===== src/rtl/pulse_frame_decoder.sv =====
// Receive-side decoder for the dual-pulse motor frame: synchronizes PWM_IN, locks to the
// inter-frame gap and measures both pulse widths. Define PULSE_DECODER_GLITCH_FILTER_EN for the input filter.
module pulse_frame_decoder #(
  parameter int CNT_W     = 21,
  parameter int SYNC_MIN  = 200000,
  parameter int GAP_MIN   = 100000,
  parameter int GAP_MAX   = 120000,
  parameter int PULSE_MAX = 400000,
  parameter int FILT_LEN  = 8
) (
  input  logic             CLK,
  input  logic             RST_N,
  input  logic             PWM_IN,
  output logic [CNT_W-1:0] PULSE1_W,
  output logic [CNT_W-1:0] PULSE2_W,
  output logic             VALID,
  output logic             FRAME_ERR,
  output logic             LOCKED,
  output logic [7:0]       ERR_CNT
);

  typedef enum logic [2:0] {
    ST_UNSYNC,
    ST_ARMED,
    ST_P1,
    ST_GAP,
    ST_P2,
    ST_TAIL
  } state_t;

  localparam logic [CNT_W-1:0] CNT_SAT  = '1;
  localparam logic [CNT_W-1:0] SYNC_LIM = CNT_W'(SYNC_MIN - 1);
  localparam logic [CNT_W-1:0] GAP_LO   = CNT_W'(GAP_MIN - 1);
  localparam logic [CNT_W-1:0] GAP_HI   = CNT_W'(GAP_MAX - 1);
  localparam logic [CNT_W-1:0] GAP_TO   = CNT_W'(GAP_MAX);
  localparam logic [CNT_W-1:0] PULSE_TO = CNT_W'(PULSE_MAX);

  if (FILT_LEN < 1) begin : g_filt_len_chk
    $error("FILT_LEN must be at least 1");
  end

  logic             sync1_q, sync2_q;
  logic             line, line_prev_q;
  logic [1:0]       warm_q, warm_d;
  logic [CNT_W-1:0] cnt_q, cnt_d;
  state_t           state_q, state_d;
  logic [CNT_W-1:0] p1_q, p1_d;
  logic [CNT_W-1:0] pulse1_w_q, pulse1_w_d;
  logic [CNT_W-1:0] pulse2_w_q, pulse2_w_d;
  logic             valid_q, valid_d;
  logic             frame_err_q, frame_err_d;
  logic             locked_q, locked_d;
  logic [7:0]       err_cnt_q, err_cnt_d;
  logic             edge_det, rise, fall;
  logic             err, publish, latch_p1, lock_set;

`ifdef PULSE_DECODER_GLITCH_FILTER_EN
  localparam int FW = $clog2(FILT_LEN + 1);
  logic          filt_q, filt_d;
  logic [FW-1:0] stab_q, stab_d;

  // Line follows the synchronizer only after FILT_LEN consecutive disagreeing samples.
  always_comb begin
    filt_d = filt_q;
    stab_d = '0;
    if (sync2_q != filt_q) begin
      if (stab_q == FW'(FILT_LEN - 1)) filt_d = sync2_q;
      else stab_d = stab_q + FW'(1);
    end
  end

  always_ff @(posedge CLK or negedge RST_N) begin
    if (!RST_N) begin
      filt_q <= 1'b0;
      stab_q <= '0;
    end else begin
      filt_q <= filt_d;
      stab_q <= stab_d;
    end
  end

  assign line = filt_q;
`else
  assign line = sync2_q;
`endif

  assign edge_det = line ^ line_prev_q;
  assign rise     = edge_det & line;
  assign fall     = edge_det & ~line;
  assign warm_d   = {warm_q[0], 1'b1};

  // Counter is held until the synchronizer carries real samples after reset.
  always_comb begin
    if (!warm_q[1] || edge_det) cnt_d = '0;
    else if (cnt_q == CNT_SAT)  cnt_d = cnt_q;
    else                        cnt_d = cnt_q + CNT_W'(1);
  end

  always_ff @(posedge CLK or negedge RST_N) begin
    if (!RST_N) begin
      state_q <= ST_UNSYNC;
    end else begin
      state_q <= state_d;
    end
  end

  always_comb begin
    state_d  = state_q;
    err      = 1'b0;
    publish  = 1'b0;
    latch_p1 = 1'b0;
    lock_set = 1'b0;
    case (state_q)
      ST_UNSYNC: begin
        if (!line && !edge_det && cnt_q >= SYNC_LIM) begin
          state_d  = ST_ARMED;
          lock_set = 1'b1;
        end
      end
      ST_ARMED: begin
        if (rise) state_d = ST_P1;
      end
      ST_P1: begin
        if (fall) begin
          state_d  = ST_GAP;
          latch_p1 = 1'b1;
        end else if (line && cnt_q >= PULSE_TO) begin
          err = 1'b1;
        end
      end
      ST_GAP: begin
        if (rise) begin
          if (cnt_q >= GAP_LO && cnt_q <= GAP_HI) state_d = ST_P2;
          else                                    err     = 1'b1;
        end else if (!line && cnt_q > GAP_TO) begin
          err = 1'b1;
        end
      end
      ST_P2: begin
        if (fall) begin
          state_d = ST_TAIL;
          publish = 1'b1;
        end else if (line && cnt_q >= PULSE_TO) begin
          err = 1'b1;
        end
      end
      ST_TAIL: begin
        if (rise)                                  err     = 1'b1;
        else if (!edge_det && cnt_q >= SYNC_LIM)   state_d = ST_ARMED;
      end
      default: state_d = ST_UNSYNC;
    endcase
    if (err) state_d = ST_UNSYNC;
  end

  // Widths are only ever overwritten by a complete good frame.
  always_comb begin
    p1_d       = latch_p1 ? cnt_q + CNT_W'(1) : p1_q;
    pulse1_w_d = pulse1_w_q;
    pulse2_w_d = pulse2_w_q;
    if (publish) begin
      pulse1_w_d = p1_q;
      pulse2_w_d = cnt_q + CNT_W'(1);
    end
    valid_d     = publish;
    frame_err_d = err;
    locked_d    = locked_q;
    if (lock_set) locked_d = 1'b1;
    if (err)      locked_d = 1'b0;
    err_cnt_d = err_cnt_q;
    if (err && err_cnt_q != 8'hFF) err_cnt_d = err_cnt_q + 8'd1;
  end

  always_ff @(posedge CLK or negedge RST_N) begin
    if (!RST_N) begin
      sync1_q     <= 1'b0;
      sync2_q     <= 1'b0;
      line_prev_q <= 1'b0;
      warm_q      <= '0;
      cnt_q       <= '0;
      p1_q        <= '0;
      pulse1_w_q  <= '0;
      pulse2_w_q  <= '0;
      valid_q     <= 1'b0;
      frame_err_q <= 1'b0;
      locked_q    <= 1'b0;
      err_cnt_q   <= '0;
    end else begin
      sync1_q     <= PWM_IN;
      sync2_q     <= sync1_q;
      line_prev_q <= line;
      warm_q      <= warm_d;
      cnt_q       <= cnt_d;
      p1_q        <= p1_d;
      pulse1_w_q  <= pulse1_w_d;
      pulse2_w_q  <= pulse2_w_d;
      valid_q     <= valid_d;
      frame_err_q <= frame_err_d;
      locked_q    <= locked_d;
      err_cnt_q   <= err_cnt_d;
    end
  end

  assign PULSE1_W  = pulse1_w_q;
  assign PULSE2_W  = pulse2_w_q;
  assign VALID     = valid_q;
  assign FRAME_ERR = frame_err_q;
  assign LOCKED    = locked_q;
  assign ERR_CNT   = err_cnt_q;

endmodule


===== config.mk =====
export PLATFORM = sky130hd
export DESIGN_NAME = pulse_frame_decoder
export DESIGN_NICKNAME = d
export VERILOG_FILES = /design/src/rtl/pulse_frame_decoder.sv
export SDC_FILE = /design/constraint.sdc
export NUM_CORES = 1
export LEC_CHECK = 0
export CORE_ASPECT_RATIO = 0.8
export CORE_MARGIN = 1
export CORE_UTILIZATION = 30
export DETAILED_ROUTE_END_ITERATION = 6
export PLACE_DENSITY_LB_ADDON = 0.12
export SLEW_MARGIN = 20
export SYNTH_ARGS = -nofsm -noshare
export SYNTH_HDL_FRONTEND = slang
export SYNTH_SLANG_ARGS = --single-unit

===== constraint.sdc =====
create_clock -name CLK -period 3.5 [get_ports CLK]
set_input_delay 0.7 -clock CLK [delete_from_list [all_inputs] [get_ports CLK]]
set_output_delay 0.7 -clock CLK [all_outputs]
set_load 0.005 [all_outputs]

==> key figures <==
Detailed routing
  • DR WL/cell: 15.2 um
  • Routed vias: 3208
  • Iter 0 DRT Violations: 164
  • Vias per cell: 4.82
  • First-pass DRT Iterations: 4
  • ANT nets after route: 0
  • Total wire length: 10100 um
  • DRC Markers: 0

GRT
  • First-pass GRT wire length: 17100 um
  • Total GRT Usage: 13.9%
  • Pin count of the biggest net entering global routing: 63
  • Vias in the first global route: between 3000 and 4000
  • GRT overflow: 0
  • Initial antenna violation count: 0

CTS
  • Post-CTS setup buffers: 0
  • Max Root-Sink Buffers: 2
  • Worst-Skew Late Latency: 0.35 ns
  • Hold_buf cts: 0
  • Clock Sinks: roughly 100
  • H-tree levels: 3
  • CTS tree: built
  • Root buffer cell: clkbuf_16
  • Post_cts resized: 0
  • CTS clk-pin slew, worst paths: 0.07 ns
  • CTS Buf Count: 9

Cells and area
  • Share of layout cells above drive strength 1: 12.5%
  • # diodes: 0
  • Nets: 485
  • Layout area overhead: 23.4%
  • Fill cells: 1462
  • Seq. cell area: around 2600 um^2
  • Multi-input logic area: 1840 um^2

Worst setup path
  • WP data arrival: 3.29 ns
  • Crit. End Element: register
  • Setup CP Type: register to register
  • Worst setup SP type: register
  • CP Data Required Time: 3.72 ns
  • CP Max Fanout: 9

Synthesis
  • Syn Inst Count: 432
  • Sequential fraction of the synthesis area: a little under three fifths
  • Number of flops mapped to enable cells by yosys: 0
  • Library cells used by synthesis: 46
  • Top_reg_cell synth: dfrtp_1
  • Syn_nets: 441
  • Fraction of registers with async set/reset: 100%
  • Synth Cell Area: ~4500 um^2
  • Synthesized flop and latch total: 103
  • Yosys Warn Count: 0
  • Synthesized area per cell: approximately 11 um^2

Die
  • Die Y: 112 um
  • Initial Utilization: 31.2%
  • Rows: 39
  • Die ar.: 15600 um^2
  • IO Pins: 56
  • Die width: 140 um
  • Area of the core: 14500 um^2

Timing
  • Post-route setup TNS: 0 ns
  • Max Freq: 0.326 GHz
  • Number of hold violations in the final report: 0
  • Worst Max-Slew Pin Slew: between 0.9 and 1 ns
  • Final period util: around 88%
  • Headroom to the max-slew limit: 38.6%
  • Min Hold Slack: 0.349 ns
  • Fin. max-slew vios: 0
  • Clk_skew: ~0.011 ns
  • RSZ-0062 raised after global routing: false
  • Min Tclk post-route: 3.07 ns
  • # setup viols final: 0

Run
  • Max Cap Violations: 0

Pwr
  • Pleak: 2.49 nW
  • PwrDens: about 420 nW/um^2
  • Maximum vdd drop: 247 uV

Placed design
  • # port buffers: 55
  • GPL Wtd Cong: 0.819
  • HPWL after detailed placement: just under 7000 um

Worst hold path
  • Worst min path class: register to register

Run status
  • Outcome: finished clean
-- power by group --
part | switching [mW] | internal [mW] | total (mW) | leakage (nW)
Clock | 0.464 | 0.637 | 1.10 | 0.162
Combinational | 0.0377 | 0.0122 | 0.0500 | 0.902
Sequential | 0.00331 | 1.19 | 1.20 | 1.43
-- cell usage in the layout, fill, tap and decap left out, types with 2 or more instances in the layout --
cell | netlist | layout
and2_1 | 2 | 2
and3_1 | 6 | 6
o21ai_0 | 6 | 6
nor3b_1 | 3 | 2
a211oi_1 | 5 | 5
o31ai_1 | 2 | 2
inv_1 | 7 | 7
bufinv_16 | 0 | 2
nand2_1 | 23 | 23
or4_1 | 3 | 3
nand4_1 | 6 | 6
or3b_2 | 2 | 2
nor4_1 | 6 | 6
xnor2_1 | 11 | 11
nor3_1 | 5 | 5
nand3_1 | 14 | 14
or2_2 | 3 | 3
clkdlybuf4s50_1 | 0 | 54
a21oi_1 | 61 | 61
xor2_1 | 14 | 14
dfrtp_1 | 103 | 103
buf_4 | 0 | 8
nor2_1 | 62 | 62
clkbuf_16 | 0 | 9
ha_1 | 6 | 6
o21a_1 | 3 | 3
o211ai_1 | 2 | 2
inv_6 | 0 | 2
mux2_2 | 26 | 26
nand2b_1 | 3 | 3
or3_1 | 2 | 2
-- final cells by class --
class	count	area share, %
clock inverter	7	1.83
clock buffer	9	4.02
timing repair buffer	62	10.7
tap	184	4.11
inverter	7	0.469
multi-input combinational	293	32.8
sequential	103	46.0
-- synth_stat cells, types with 3 or more instances --
| cell type | n | area [um^2] |
|---|---|---|
| nand4_1 | 6 | 37.5 |
| nor2_1 | 62 | 233 |
| ha_1 | 6 | 75.1 |
| nor3_1 | 5 | 25.0 |
| or2_2 | 3 | 18.8 |
| nor4_1 | 6 | 37.5 |
| nor3b_1 | 3 | 22.5 |
| clkbuf_1 | 25 | 93.8 |
| inv_1 | 7 | 26.3 |
| buf_1 | 3 | 11.3 |
| xnor2_1 | 11 | 96.3 |
| a211oi_1 | 5 | 37.5 |
| mux2_2 | 26 | 293 |
| nand2b_1 | 3 | 18.8 |
| a21oi_1 | 61 | 305 |
| o21a_1 | 3 | 22.5 |
| nand3_1 | 14 | 70.1 |
| dfrtp_1 | 103 | 2580 |
| or4_1 | 3 | 22.5 |
| nand2_1 | 23 | 86.3 |
| xor2_1 | 14 | 123 |
| and3_1 | 6 | 37.5 |
| o21ai_0 | 6 | 30.0 |
-- sequential cells by signal, summed over array words and instances (netlist names) --
register     count
ERR_CNT          8
FRAME_ERR        1
LOCKED           1
PULSE1_W        21
PULSE2_W        21
VALID            1
cnt_q           21
line             1
line_prev_q      1
p1_q            21
state_q          3
sync1_q          1
warm_q           2
-- per-stage QoR --
step | instance area (um^2) | instances | total power [mW] | setup WS (ns) | util, %
floorplan | 4540 | 432 | 1.24 | 0.866 | -
global placement | 5270 | 649 | 1.27 | 0.495 | 36.3
detailed placement | 5270 | 649 | 1.27 | 0.441 | 36.3
CTS | 5600 | 665 | 2.40 | 0.427 | 38.5
global route | 5600 | 665 | 2.44 | 0.238 | 38.5
finish | 5600 | 665 | 2.35 | 0.434 | 38.5
-- final timing paths --
kind | cells past startpoint | slack (ns) | startpoint | to
max | 9 | 0.43 | cnt_q[0]$_DFFE_PN0P_ | ERR_CNT[7]$_DFFE_PN0P_
min | 0 | 0.35 | warm_q[0]$_DFF_PN0_ | warm_q[1]$_DFF_PN0_
max reg2reg | 9 | 0.43 | cnt_q[0]$_DFFE_PN0P_ | ERR_CNT[7]$_DFFE_PN0P_
min reg2reg | 0 | 0.35 | warm_q[0]$_DFF_PN0_ | warm_q[1]$_DFF_PN0_
max in group asynchronous | 2 | 2.35 | RST_N | p1_q[18]$_DFFE_PN0P_
min in group asynchronous | 1 | 0.39 | RST_N | PULSE1_W[2]$_DFFE_PN0P_
-- kinds of logic (layout without fill, tap and decap cells) --
kind of cell	count (synthesis)	after routing	share of synthesized area (%)
simple gates	144	144	15.2
other cells	1	1	0.0826
flops	103	103	56.8
xor+xnor	25	25	4.82
compound gates	89	89	11.3
buf+inv	36	85	3.14
mux	28	28	6.92
fa+ha+maj	6	6	1.65
-- per-layer routing --
layer  global-route usage (%)  wire [um]  part of all wire [%]
met1                     20.0       5190                    51
met2                     19.8       4340                    43
met5                        0          0                     0
met4                     4.59        125                   1.2
met3                     4.09        440                   4.4
-- worst max-delay path, cell delays in order (launching register included) --
cell      delay (ns)
dfrtp_1         0.42
inv_1           0.12
ha_1            0.16
or4b_1          0.43
or4_1           0.43
o31a_1          0.27
a211oi_1        0.22
and3_1          0.45
nor4_1          0.13
mux2_1          0.33
Power figures use the tool's default switching activity.
